$ cat config.mk
export PLATFORM = sky130hd
export DESIGN_NAME = decoder_3to8
export DESIGN_NICKNAME = d
export VERILOG_FILES = /design/src/rtl/decoder_3to8.sv
export SDC_FILE = /design/constraint.sdc
export NUM_CORES = 1
export LEC_CHECK = 0
export CORE_AREA = 2 2 39 41
export CTS_CLUSTER_SIZE = 10
export DETAILED_ROUTE_END_ITERATION = 6
export DIE_AREA = 0 0 41 43
export MAX_ROUTING_LAYER = met4
export SYNTH_ARGS = -nofsm -noshare
export SYNTH_HDL_FRONTEND = slang
export SYNTH_SLANG_ARGS = --single-unit
$ cat constraint.sdc
create_clock -name clk -period 0.8 [get_ports clk]
set_input_delay 0.24 -clock clk [delete_from_list [all_inputs] [get_ports clk]]
set_output_delay 0.24 -clock clk [all_outputs]
set_load 0.01 [all_outputs]
$ cat src/rtl/decoder_3to8.sv
// rtl/decoder_3to8.sv - registered 3-to-8 one-hot decoder with enable
// Optional out_valid output when DECODER_3TO8_VALID_EN is defined.
module decoder_3to8 #(
   parameter bit OUT_ACTIVE_LOW = 1'b0
) (
   input  logic       clk,
   input  logic       rst_n,
   input  logic [2:0] in,
   input  logic       en,
`ifdef DECODER_3TO8_VALID_EN
   output logic       out_valid,
`endif
   output logic [7:0] out
);

   // XOR mask applies the output polarity to both the reset value and the decode
   localparam logic [7:0] POL_MASK = {8{OUT_ACTIVE_LOW}};

   logic [7:0] raw;

   always_comb begin
      raw = 8'h00;
      if (en) begin
         raw[in] = 1'b1;
      end
   end

   always_ff @(posedge clk or negedge rst_n) begin
      if (!rst_n) begin
         out <= POL_MASK;
      end else begin
         out <= raw ^ POL_MASK;
      end
   end

`ifdef DECODER_3TO8_VALID_EN
   always_ff @(posedge clk or negedge rst_n) begin
      if (!rst_n) begin
         out_valid <= 1'b0;
      end else begin
         out_valid <= en;
      end
   end
`endif

endmodule

; ---- After elaboration in Yosys (flattened, before gate mapping)
; Cells that the tools add are included.
[word_totals]
latchBits = 0
out_inout_bits = 8
word_cells = 7
regBits = 8
rom_bits = 0
n_memories = 0
inputBits = 6
ram_bits = 0
[op_classes]
n_addsub = 0
magnitude_cmp = 2
shifts = 0
reduce_logical = 1
bitwise = 0
mul = 0
div_mod_pow = 0
n_mux = 3
n_eq_ne = 0
[ops]
columns = cell, count
row1 = $mux W8, 1
row2 = $lt A3 B4 Y1 const B, 1
row3 = $demux W1 S3, 1
row4 = $ge A3 B1 Y1 const B, 1
row5 = $logic_and A1 B1 Y1, 1
row6 = $mux W1, 1

; ---- Depth between registers and ports, before layout
; Gate-level depths: netlist of run 1.
[depth]
depth_word = 5
mapped_depth = 1
depth_no_buf = 1

; ---- Worst setup path after synthesis of run 1
; Ideal clock, no wire load.
[synth_timing]
path_kind = flip-flop to output port
start = register out[0]
end = output port out[0]
stages_incl_launch_ff = 1
arrival_ns = 0.376
required_time_ns = 0.560
slack_ns = 0.184
cell_sequence = dfrtp_1
[synth_lines]
columns = item, line_no
row1 = "start, declared", 13  ; output logic [7:0] out
row2 = "start signal, assigned", 32  ; out <= raw ^ POL_MASK;
; No word-level cell between the ends.

; ---- Worst setup path in the final report of run 1
[layout_timing]
start = register out[6]
end = output port out[6]
; No word-level cell between the ends.

==> results of run 1 <==
## final cells by class
cell class | instances | area, um^2
Clock buffer | 3 | 22.52
Fill cell | 139 | 953.4
Timing Repair Buffer | 13 | 91.34
Sequential cell | 8 | 200.2
Multi-Input combinational cell | 8 | 96.34
Tap cell | 16 | 20.02
## power groups by stage
| stage | clock network, W | registers (W) | logic, W |
|---|---|---|---|
| after floorplan | 0 | 0.000431 | 0.0000157 |
| after global placement | 0 | 0.000424 | 0.0000869 |
| after detailed placement | 0 | 0.000425 | 0.0000903 |
| after CTS | 0.000313 | 0.000417 | 0.0000729 |
| after global routing | 0.000345 | 0.000418 | 0.0000819 |
| final | 0.000297 | 0.000418 | 0.0000730 |
## synth_stat cells, drive strengths merged
library cell / n
nor4b: 1
and4: 1
and4bb: 3
and4b: 3
dfrtp: 8
## worst min path at each step
stage	from	end	slack, ns	cells after the start
6_report	rst_n	out[6]	0.26	1
2_1_floorplan	rst_n	out[0]	-0.06	0
4_1_cts	rst_n	out[6]	0.27	1
5_1_grt	rst_n	out[7]	0.28	1
3_3_place_gp	rst_n	out[1]	0.53	1
3_5_place_dp	rst_n	out[6]	0.54	1
## kinds of logic (layout without fill, tap and decap cells)
| group | count (synthesis) | in the layout | share of synthesized area [%] |
|---|---|---|---|
| flops | 8 | 8 | 67.51 |
| simple gates | 8 | 8 | 32.49 |
| buf+inv | 0 | 16 | 0 |
## layer usage
| layer | wire (um) | GRT usage, % | part of all wire [%] |
|---|---|---|---|
| met1 | 232 | 10.00 | 42 |
| met2 | 240 | 10.94 | 44 |
| met3 | 73 | 3.141 | 13 |
| met4 | 0 | 6.000 | 0 |
| met5 | 0 | - | 0 |
## cells in the final DEF, fill, tap and decap left out
cell type / n
and4b_2: 3
buf_2: 7
nor4b_2: 1
clkbuf_4: 3
clkdlybuf4s50_1: 1
dlygate4sd2_1: 4
and4bb_2: 3
and4_2: 1
buf_6: 1
dfrtp_1: 8
## metrics by stage
stage | instances | setup TNS, ns | utilization, %
floorplan | 16 | 0 | -
global placement | 45 | -5.100 | 32.28
detailed placement | 45 | -5.472 | 32.28
CTS | 48 | -1.481 | 30.65
global route | 48 | -1.661 | 31.10
finish | 48 | -1.364 | 31.10
==> flow_summary.json, run 1 <==
{
  "power.total_w": 0.0007873,
  "place.gp.congestion": 0.6428,
  "status": "finished with violations",
  "irDropWorstVdd_uv": 582.3,
  "final_cell_area_um2": 430.4,
  "antennaDiodeCount": 0,
  "antenna_found_initial": 0,
  "cts_max_level": 1,
  "power_density_mw_per_mm2": 1829,
  "wirelength_um": 546,
  "cts_made_buffers": 3,
  "ys_seq_area_share_pct": 67.51,
  "start_util_pct": 21.43,
  "fin_nets": 40,
  "setup_ws_ns": -0.1801,
  "placed_area_um2": 446.7,
  "fin_crit_ns": 0.9801,
  "required_ns": 0.56,
  "clock_sinks": 8,
  "drtPass1Iterations": 4,
  "root_buffer": "clkbuf_4",
  "grt_pass1_vias": 201,
  "cts_tree": "done",
  "power_frac_comb_pct": 9.3,
  "reg.largest.list": "out (8)",
  "clock.fmax_mhz": 1020,
  "yosys_warnings": 0,
  "drt_iter0_markers": 1,
  "clockPowerShare_pct": 37.7,
  "crit_start": "out[6]",
  "drc_errors": 0,
  "grt_max_degree": 9,
  "timing.hold.ws_ns": 0.2646,
  "synth.top_cell.area_share_pct": 67.51,
  "track_usage_pct": 8.325,
  "coreArea_mm2": 0.001384,
  "largest_reg_flops": 8,
  "critical_path_arrival_ns": 0.74,
  "path_buf_inv": 1,
  "crit_end": "out[6]",
  "slowest_delay_ns": 0.37,
  "power_frac_seq_pct": 53.1,
  "rows": 14,
  "slew_headroom_pct": 76.59,
  "grt_pass1_wl_um": 903,
  "regMostFlops": "out",
  "netlist_area_um2": 296.5,
  "setup.worst_path.class": "reg2out",
  "violations": "negative setup slack",
  "place_ws_ns": -0.4249,
  "rsz0062_at_grt": "yes",
  "internal_power_w": 0.0006224,
  "io_buffers": 13,
  "syn_avg_cell_area_um2": 18.53,
  "tightest_slew_ns": 0.3501,
  "die_w_um": 41,
  "synth_seq_cells": 8,
  "drive_gt1_share_pct": 59.38,
  "cts_max_path_buffers": 2,
  "crit_fanout": 1,
  "hp-class": "in2async",
  "synthesis.nets": 22,
  "ctsHoldBuffers": 0,
  "start_kind": "flip-flop",
  "synthTopCellsByArea": "dfrtp_1 68%, and4bb_2 13%, and4b_2 11%",
  "finalSetupViolCount": 8,
  "synth_top_cell_by_area": "dfrtp_1",
  "critical_path.top_delay_family": "flip-flops",
  "wl_per_cell_um": 11.38,
  "dieArea_mm2": 0.001763,
  "crit_chain": "buf_6",
  "max-cap-violations": 0,
  "cts_resized": 36,
  "die_h_um": 43,
  "setup.worst_path.end_class": "output port",
  "hold_viol": 0,
  "via_per_inst": 4.250,
  "cts_setup_buffers": 0,
  "cp.depth": 1,
  "num_io_pins": 14,
  "power.leakage_nw": 0.2260,
  "dp_hpwl_um": 419.9,
  "postSynthCellCount": 16,
  "slew_viol_final": 0,
  "synth_cell_types": 5,
  "gr-total-overflow": 0,
  "p_sw_w": 0.0001649,
  "cp_slowest_cell": "dfrtp_1",
  "vias": 204,
  "swShare_pct": 20.94,
  "clkTransAtPathRegs_ns": 0.05,
  "syn_to_final_growth_pct": 45.15,
  "timing.final.crit_share_pct": 122.5,
  "antenna_left": 0
}
No activity file was read; power rests on OpenSTA's default activity.
==> run 2: changes to the inputs <==
- GPL_TIMING_DRIVEN: not set -> 0
==> flow_summary.json, run 2 (same netlist as run 1, synthesis figures left out) <==
{
  "critical_path_arrival_ns": 0.75,
  "die_w_um": 41,
  "place.gp.congestion": 0.6503,
  "start_kind": "flip-flop",
  "antenna_found_initial": 0,
  "slowest_delay_ns": 0.36,
  "irDropWorstVdd_uv": 687.0,
  "finalSetupViolCount": 8,
  "required_ns": 0.56,
  "hp-class": "in2async",
  "critical_path.top_delay_family": "flip-flops",
  "cts_max_level": 1,
  "dp_hpwl_um": 372.9,
  "ctsHoldBuffers": 0,
  "rows": 14,
  "dieArea_mm2": 0.001763,
  "timing.final.crit_share_pct": 123.2,
  "slew_headroom_pct": 77.00,
  "track_usage_pct": 8.133,
  "via_per_inst": 4.208,
  "drive_gt1_share_pct": 59.38,
  "reg.largest.list": "out (8)",
  "largest_reg_flops": 8,
  "power_density_mw_per_mm2": 1841,
  "die_h_um": 43,
  "antenna_left": 0,
  "max-cap-violations": 0,
  "start_util_pct": 21.43,
  "cts_tree": "done",
  "crit_fanout": 1,
  "clkTransAtPathRegs_ns": 0.05,
  "setup_ws_ns": -0.1860,
  "clock_sinks": 8,
  "antennaDiodeCount": 0,
  "crit_chain": "buf_2",
  "path_buf_inv": 1,
  "drc_errors": 0,
  "io_buffers": 13,
  "syn_to_final_growth_pct": 45.15,
  "wirelength_um": 519,
  "timing.hold.ws_ns": 0.2575,
  "grt_pass1_vias": 201,
  "crit_start": "out[2]",
  "wl_per_cell_um": 10.81,
  "violations": "negative setup slack",
  "gr-total-overflow": 0,
  "clock.fmax_mhz": 1014,
  "drtPass1Iterations": 1,
  "vias": 202,
  "num_io_pins": 14,
  "place_ws_ns": -0.4225,
  "grt_pass1_wl_um": 855,
  "coreArea_mm2": 0.001384,
  "cts_resized": 36,
  "status": "finished with violations",
  "rsz0062_at_grt": "yes",
  "setup.worst_path.class": "reg2out",
  "most-common-layout-cells": "8 x dfrtp_1, 7 x buf_2, 4 x dlygate4sd2_1",
  "slew_viol_final": 0,
  "mostFrequentLayoutCell": "dfrtp_1",
  "cp_slowest_cell": "dfrtp_1",
  "hold_viol": 0,
  "setup.worst_path.end_class": "output port",
  "tightest_slew_ns": 0.3440,
  "drt_iter0_markers": 0,
  "fin_nets": 40,
  "regMostFlops": "out",
  "cts_setup_buffers": 0,
  "root_buffer": "clkbuf_4",
  "grt_max_degree": 9,
  "cts_max_path_buffers": 2,
  "fin_crit_ns": 0.9860,
  "cts_made_buffers": 3,
  "power.leakage_nw": 0.2260
}
[run 2: cell counts in the layout (fill, tap and decap cells not counted)]
No cell type changed its count.
[run 2: worst paths after layout]
path / end / slack [ns] / cells after the start
setup / recovery: out[2] / -0.19 / 1
hold / removal: out[6] / 0.26 / 1
max in group asynchronous: out[2] / 0.29 / 1
min in group clk: out[0] / 0.42 / 2
[run 2: power by group]
part	switching [W]	internal (W)	leakage (nW)	total (W)
Combinational	0.0000368	0.0000362	0.102	0.0000730
Sequential	0.00000241	0.000415	0.110	0.000418
Clock	0.000130	0.000171	0.0138	0.000302
[run 2: layout make-up]
class,count,area (um^2)
multi-input cells,8,96.34
clock buffers,3,22.52
well taps,16,20.02
fillers,146,953.4
repair buffers,13,91.34
flip-flops and latches,8,200.2
[run 2: layer usage]
metal,vias to the layer above,track usage (%),part of all wire [%]
met5,-,-,0
met3,0,4.712,11
met1,93,10.07,46
met2,12,8.438,44
li1,97,-,-
met4,0,8.000,0
[run 2: per-stage QoR]
step                total power [W]  TNS (ns)  util [%]  cells  area, um^2
floorplan                 0.0004464         0         -     16       296.5
global placement          0.0005114    -5.139     32.28     45       446.7
detailed placement        0.0005147    -5.441     32.28     45       446.7
CTS                       0.0008108    -1.517     30.65     48       424.2
global route              0.0008496    -1.713     31.10     48       430.4
finish                    0.0007923    -1.390     31.10     48       430.4
